==> config.mk <==
export PLATFORM = sky130hd
export DESIGN_NAME = qc_issue_scheduler
export DESIGN_NICKNAME = d
export VERILOG_FILES = /design/src/rtl/qc_issue_scheduler.sv
export SDC_FILE = /design/constraint.sdc
export NUM_CORES = 1
export LEC_CHECK = 0
export BUFFER_PORTS_ARGS = -buffer_cell sky130_fd_sc_hd__buf_4
export CAP_MARGIN = 20
export CELL_PAD_IN_SITES_DETAIL_PLACEMENT = 1
export CELL_PAD_IN_SITES_GLOBAL_PLACEMENT = 2
export CORE_MARGIN = 3
export CORE_UTILIZATION = 34
export CTS_BUF_LIST = sky130_fd_sc_hd__clkbuf_4
export CTS_CLUSTER_SIZE = 8
export DETAILED_ROUTE_END_ITERATION = 16
export GPL_TIMING_DRIVEN = 0
export PLACE_DENSITY = 0.8
export RECOVER_POWER = 50
export SLEW_MARGIN = 20
export SYNTH_ARGS = -nofsm -noshare
export SYNTH_HDL_FRONTEND = slang
export SYNTH_SLANG_ARGS = --single-unit
==> constraint.sdc <==
create_clock -name clk -period 5.95 [get_ports clk]
set_clock_uncertainty 0.05 [all_clocks]
set_input_delay 0.8925 -clock clk [delete_from_list [all_inputs] [get_ports clk]]
set_output_delay 0.8925 -clock clk [all_outputs]
set_load 0.05 [all_outputs]
==> src/rtl/qc_issue_scheduler.sv <==
// Timed gate-instruction scheduler: prefetches per-channel FIFO heads and issues each one
// onto the shared pulse-memory write port once the global time counter reaches its timestamp.
//   state | meaning
//   EMPTY | no head held; strobe the FIFO as soon as it has a word
//   FETCH | read issued last cycle; capture the FIFO output this cycle
//   READY | head valid; waiting for its timestamp and a round-robin grant
module qc_issue_scheduler #(
    parameter  int NCH = 4,
    localparam int CHW = $clog2(NCH)
) (
    input  logic              clk,
    input  logic              reset,
    input  logic              start,
    input  logic              stop,
    output logic [19:0]       t_cnt,
    output logic              running,
    output logic [NCH-1:0]    ch_fifo_rd_en,
    input  logic [NCH*38-1:0] ch_fifo_data,
    input  logic [NCH-1:0]    ch_fifo_empty,
    output logic [17:0]       o_data,
    output logic              o_data_wr_en,
    output logic [10:0]       o_data_mem_addr,
    output logic [CHW-1:0]    o_ch,
    output logic [15:0]       late_cnt,
    output logic              t_ovf
);

    typedef enum logic [1:0] {
        EMPTY = 2'd0,
        FETCH = 2'd1,
        READY = 2'd2
    } ch_state_t;

    ch_state_t      ch_state [NCH];
    logic [19:0]    head_t   [NCH];
    logic [17:0]    head_op  [NCH];
    logic [CHW-1:0] rr_ptr;
    logic [10:0]    wr_addr;
    logic [NCH-1:0] due;
    logic [NCH-1:0] grant_vec;
    logic           grant_any;
    logic [CHW-1:0] grant_ch;

    function automatic logic [CHW-1:0] rr_index(input logic [CHW-1:0] base, input int off);
        int sum;
        sum = int'(base) + off;
        return CHW'(sum % NCH);
    endfunction

    always_ff @(posedge clk) begin
        if (reset) begin
            t_cnt   <= '0;
            running <= 1'b0;
            t_ovf   <= 1'b0;
        end else if (stop) begin
            running <= 1'b0;
            if (start) begin
                t_cnt <= '0;
            end
        end else if (start) begin
            running <= 1'b1;
            t_cnt   <= '0;
        end else if (running) begin
            if (t_cnt == 20'hFFFFF) begin
                running <= 1'b0;
                t_ovf   <= 1'b1;
            end else begin
                t_cnt <= t_cnt + 20'd1;
            end
        end
    end

    always_comb begin
        due = '0;
        for (int i = 0; i < NCH; i++) begin
            due[i] = (ch_state[i] == READY) && running && (head_t[i] <= t_cnt);
        end
    end

    always_comb begin
        grant_any = 1'b0;
        grant_ch  = '0;
        for (int off = 0; off < NCH; off++) begin
            if (!grant_any && due[rr_index(rr_ptr, off)]) begin
                grant_any = 1'b1;
                grant_ch  = rr_index(rr_ptr, off);
            end
        end
        grant_vec = '0;
        if (grant_any) begin
            grant_vec[grant_ch] = 1'b1;
        end
    end

    // Combinational strobe so the 1-cycle FIFO latency lines up with FETCH; held low in reset
    // so no word is popped while heads are being discarded.
    always_comb begin
        ch_fifo_rd_en = '0;
        for (int i = 0; i < NCH; i++) begin
            if (!reset) begin
                case (ch_state[i])
                    EMPTY:   ch_fifo_rd_en[i] = !ch_fifo_empty[i];
                    READY:   ch_fifo_rd_en[i] = grant_vec[i] && !ch_fifo_empty[i];
                    default: ch_fifo_rd_en[i] = 1'b0;
                endcase
            end
        end
    end

    always_ff @(posedge clk) begin
        if (reset) begin
            for (int i = 0; i < NCH; i++) begin
                ch_state[i] <= EMPTY;
                head_t[i]   <= '0;
                head_op[i]  <= '0;
            end
        end else begin
            for (int i = 0; i < NCH; i++) begin
                case (ch_state[i])
                    EMPTY: begin
                        if (!ch_fifo_empty[i]) begin
                            ch_state[i] <= FETCH;
                        end
                    end
                    FETCH: begin
                        head_t[i]   <= ch_fifo_data[38*i+18 +: 20];
                        head_op[i]  <= ch_fifo_data[38*i +: 18];
                        ch_state[i] <= READY;
                    end
                    READY: begin
                        if (grant_vec[i]) begin
                            if (ch_fifo_empty[i]) begin
                                ch_state[i] <= EMPTY;
                            end else begin
                                ch_state[i] <= FETCH;
                            end
                        end
                    end
                    default: ch_state[i] <= EMPTY;
                endcase
            end
        end
    end

    always_ff @(posedge clk) begin
        if (reset) begin
            o_data_wr_en    <= 1'b0;
            o_data          <= '0;
            o_ch            <= '0;
            o_data_mem_addr <= '0;
            wr_addr         <= '0;
            rr_ptr          <= '0;
            late_cnt        <= '0;
        end else begin
            o_data_wr_en <= grant_any;
            o_data       <= grant_any ? head_op[grant_ch] : 18'd0;
            o_ch         <= grant_any ? grant_ch : '0;
            if (grant_any) begin
                o_data_mem_addr <= wr_addr;
                wr_addr         <= wr_addr + 11'd1;
                rr_ptr          <= (grant_ch == CHW'(NCH - 1)) ? '0 : grant_ch + CHW'(1);
                if ((head_t[grant_ch] < t_cnt) && (late_cnt != 16'hFFFF)) begin
                    late_cnt <= late_cnt + 16'd1;
                end
            end
        end
    end

endmodule

==> metrics.yaml <==
run_status: "complete, but fails checks"
failed_checks: "negative setup slack"
hold_class: "input port to register"
vias: 10590
clock_latency_ns: 0.74
syn_inst: 1219
htree_levels: 3
drtIter0Drc: 401
drc_errors: 0
slew_viol_final: 0
dp.cells: 1963
slew_headroom_pct: 30.15
final-instance-count-excl-fill: 2134
cp-start-kind: "register"
ys_seq_elements: 243
hold_viol: 0
top_usage_layer: "met2"
reg2reg_to: "late_cnt[15]"
reg2regPathDepth: 26
post-route-period-util_pct: 101.1
grt_usage_pct: 21.01
pwr_density_cell_nw_per_um2: 264.2
die_h_um: 202.7
fmax_ghz: 0.1663
path_max_fanout: 6
area_growth_pct: 31.45
r2r-start: "t_cnt[15]"
synth.cell_area_sq_um: 13150
whs_path_depth: 2
drive_gt1_share_pct: 28.64
synth_flop_cell: "edfxtp_1"
syn-num-nets: 1485
cts-hold-fix-buffers: 0
period_needed_ns: 6.014
wl_per_cell_um: 20.45
first_global_vias: 11350
port_buffers: 232
die_w_um: 202.7
crit_required_ns: 6.53
finalSetupViolCount: 3
core_area_sq_um: 37930
cts_root_buf: "clkbuf_4"
dieArea_sq_um: 41070
grt_pass1_wl_um: 65490
dr.pass1.iters: 4
dp_hpwl_um: 32650
yosys_warnings: 0
cts_buffer_depth: 3
syn_area_per_cell_sq_um: 10.79
rsz0062_at_grt: "true"
fillers: 4291
worst_setup_path_end_kind: "register"
seq_area_frac_synth_pct: 49.18
clk_pin_slew_ns: 0.07
use_met3_pct: 6.397
place_congestion: 0.8436
start_util_pct: 34.66
use_met1_pct: 25.69
netlist-cell-type-count: 70
path_class: "register to register"
num_io_pins: 234
timing.reg2reg.setup_slack_ns: -0.06
cts_tree: "done"
pre_cts_ws_ns: -1.440
clock-sinks: 243
timing.final.ws_setup_ns: -0.06360
tightest_slew_ns: 1.048
grt_remaining_overflow: 0
grt_use_met2_pct: 35.58
antenna_found_initial: 5
rows: 71
worst_ep_arrival_time_ns: 6.59
ant_nets: 0
grt_start_max_net_pins: 39
p_leak_nw: 6.740
ys_async_sr_fraction_pct: 0
hold_end: "head_op[2][17]"
ir_worst_vdd_mv: 0.1281
hold_start: "ch_fifo_data[93]"
cts_buffers: 70
synth-edff-count: 160
layout.nets: 1831
maxCapViolCount: 0
via_per_inst: 4.962
wirelength_um: 43640
[state kept, by name (all words and copies together) (netlist names), 2 cells and up]
signal and cells:
ch_state 8, head_op 72, head_t 80, late_cnt 16
o_ch 2, o_data 18, o_data_mem_addr 11, rr_ptr 2
t_cnt 20, wr_addr 11
[worst max-delay path by stage]
stage / from / endpoint / slack [ns] / cells after the start
after floorplan: t_cnt[16] / late_cnt[2] / 0.003 / 26
after global placement: t_cnt[19] / late_cnt[12] / -1.41 / 24
after detailed placement: t_cnt[14] / late_cnt[11] / -1.44 / 25
after CTS: t_cnt[15] / late_cnt[15] / -0.04 / 25
after global routing: t_cnt[15] / late_cnt[15] / -0.32 / 26
final: t_cnt[15] / late_cnt[15] / -0.06 / 26
[stage by stage]
step / total power, W / utilization (%) / instance area (sq um) / hold slack [ns] / setup TNS, ns
6_report: 0.004566 / 45.57 / 17280 / 0.3965 / -0.09666
5_1_grt: 0.004823 / 45.57 / 17280 / 0.3137 / -2.207
4_1_cts: 0.004603 / 45.23 / 17160 / 0.3045 / -0.04482
3_5_place_dp: 0.002815 / 41.14 / 15600 / 0.3977 / -22.67
3_3_place_gp: 0.002787 / 41.02 / 15560 / 0.3974 / -22.08
2_1_floorplan: 0.002493 / - / 13180 / 0.3942 / 0
[critical path, cell delays in order (launching register included)]
cell	delay [ns]
dfxtp_2	0.36
clkinvlp_4	0.25
buf_6	0.21
ha_4	0.21
nand4_1	0.18
nor2_1	0.08
a222oi_1	0.52
nand4bb_4	0.22
a21oi_2	0.18
o211ai_1	0.11
and3b_2	0.33
buf_6	0.15
buf_6	0.12
mux2_4	0.30
nor2_4	0.11
a21oi_2	0.04
ha_1	0.31
a21o_1	0.20
a21oi_2	0.12
nor2b_2	0.06
o21ai_2	0.17
a21oi_2	0.10
nor4_4	0.22
nand4_1	0.22
o31a_1	0.43
a211o_1	0.34
mux2_4	0.30
[power breakdown]
| group | total (W) | internal, W | leakage [nW] | switching, W |
|---|---|---|---|---|
| sequential | 0.00205 | 0.00196 | 2.37 | 0.0000878 |
| combinational | 0.000803 | 0.000346 | 3.80 | 0.000457 |
| clock | 0.00171 | 0.000980 | 0.570 | 0.000731 |
| total | 0.00457 | 0.00329 | 6.74 | 0.00128 |
[what timing repair did]
item                                    4_1_cts  5_1_grt
pin swaps                                    24       32
resized for setup                            73       56
endpoints found under the setup margin       20       20
setup buffers                                24       19
hold endpoints to repair                      0        0
[placed cells by master, fill, tap and decap left out, types with 21 or more instances in the layout]
master	instances
clkbuf_4	105
inv_1	21
clkbuf_1	98
and3_1	26
nand3_1	25
ha_1	97
buf_4	200
and2_0	114
nor2_1	89
a21oi_1	68
nand2_1	104
edfxtp_1	160
mux2i_1	55
and2_1	38
dfxtp_1	73
nand4_1	26
[cell type report]
class / count / area (sq um) / area share [%]
diodes: 3 / 7.507 / 0.04343
plain buffers: 49 / 327.8 / 1.897
clock buffers: 105 / 788.3 / 4.561
clock inverters: 22 / 192.7 / 1.115
inverters: 34 / 156.4 / 0.9049
multi-input cells: 891 / 6803 / 39.36
flip-flops and latches: 243 / 6481 / 37.50
well taps: 511 / 639.4 / 3.699
repair buffers: 276 / 1888 / 10.92
[cells by family after synthesis]
kind of cell               share of synthesized area (%)
and+or+nand+nor                                    20.72
DFF                                                49.18
AOI/OAI and AO/OA                                  8.126
adders and majority gates                          10.09
muxes                                              7.318
buffers and inverters                              2.712
xor gates and xnor gates                           1.865
[metal layers]
metal	vias up	part of all wire [%]
met4	6	2.5
li1	5136	-
met1	5101	43
met2	278	47
met5	-	0.11
met3	67	6.6
[synthesized netlist by cell type (all sizes together), types with 2 or more instances]
library cell | count | area (sq um)
a211oi | 3 | 22.52
o21ai | 26 | 160.1
a21boi | 2 | 15.02
clkbuf | 35 | 131.4
a21o | 12 | 90.09
o31ai | 2 | 25.02
o21a | 3 | 22.52
dfxtp | 83 | 1662
nor3 | 16 | 80.08
and3b | 2 | 17.52
a2111o | 2 | 22.52
nor3b | 2 | 15.01
nand4 | 28 | 187.7
a2bb2oi | 2 | 23.77
ha | 106 | 1326
mux2i | 56 | 560.5
nand3b | 3 | 22.52
inv | 34 | 127.6
xnor2 | 19 | 166.4
o211ai | 9 | 67.56
nand3 | 27 | 140.1
nor2b | 18 | 112.6
a2111oi | 8 | 70.07
nor4 | 5 | 73.82
nand2 | 106 | 405.4
a21oi | 77 | 389.1
buf | 16 | 97.58
nand2b | 10 | 62.56
edfxtp | 160 | 4805
a211o | 3 | 26.28
o22ai | 3 | 25.02
and2 | 152 | 950.9
mux2 | 33 | 401.6
and3 | 27 | 173.9
o2111ai | 3 | 26.28
a311oi | 2 | 17.52
or4 | 2 | 15.01
xor2 | 9 | 78.83
nor2 | 93 | 349.1
and4 | 8 | 70.07
Note: power is estimated with default switching activity, not from simulation.
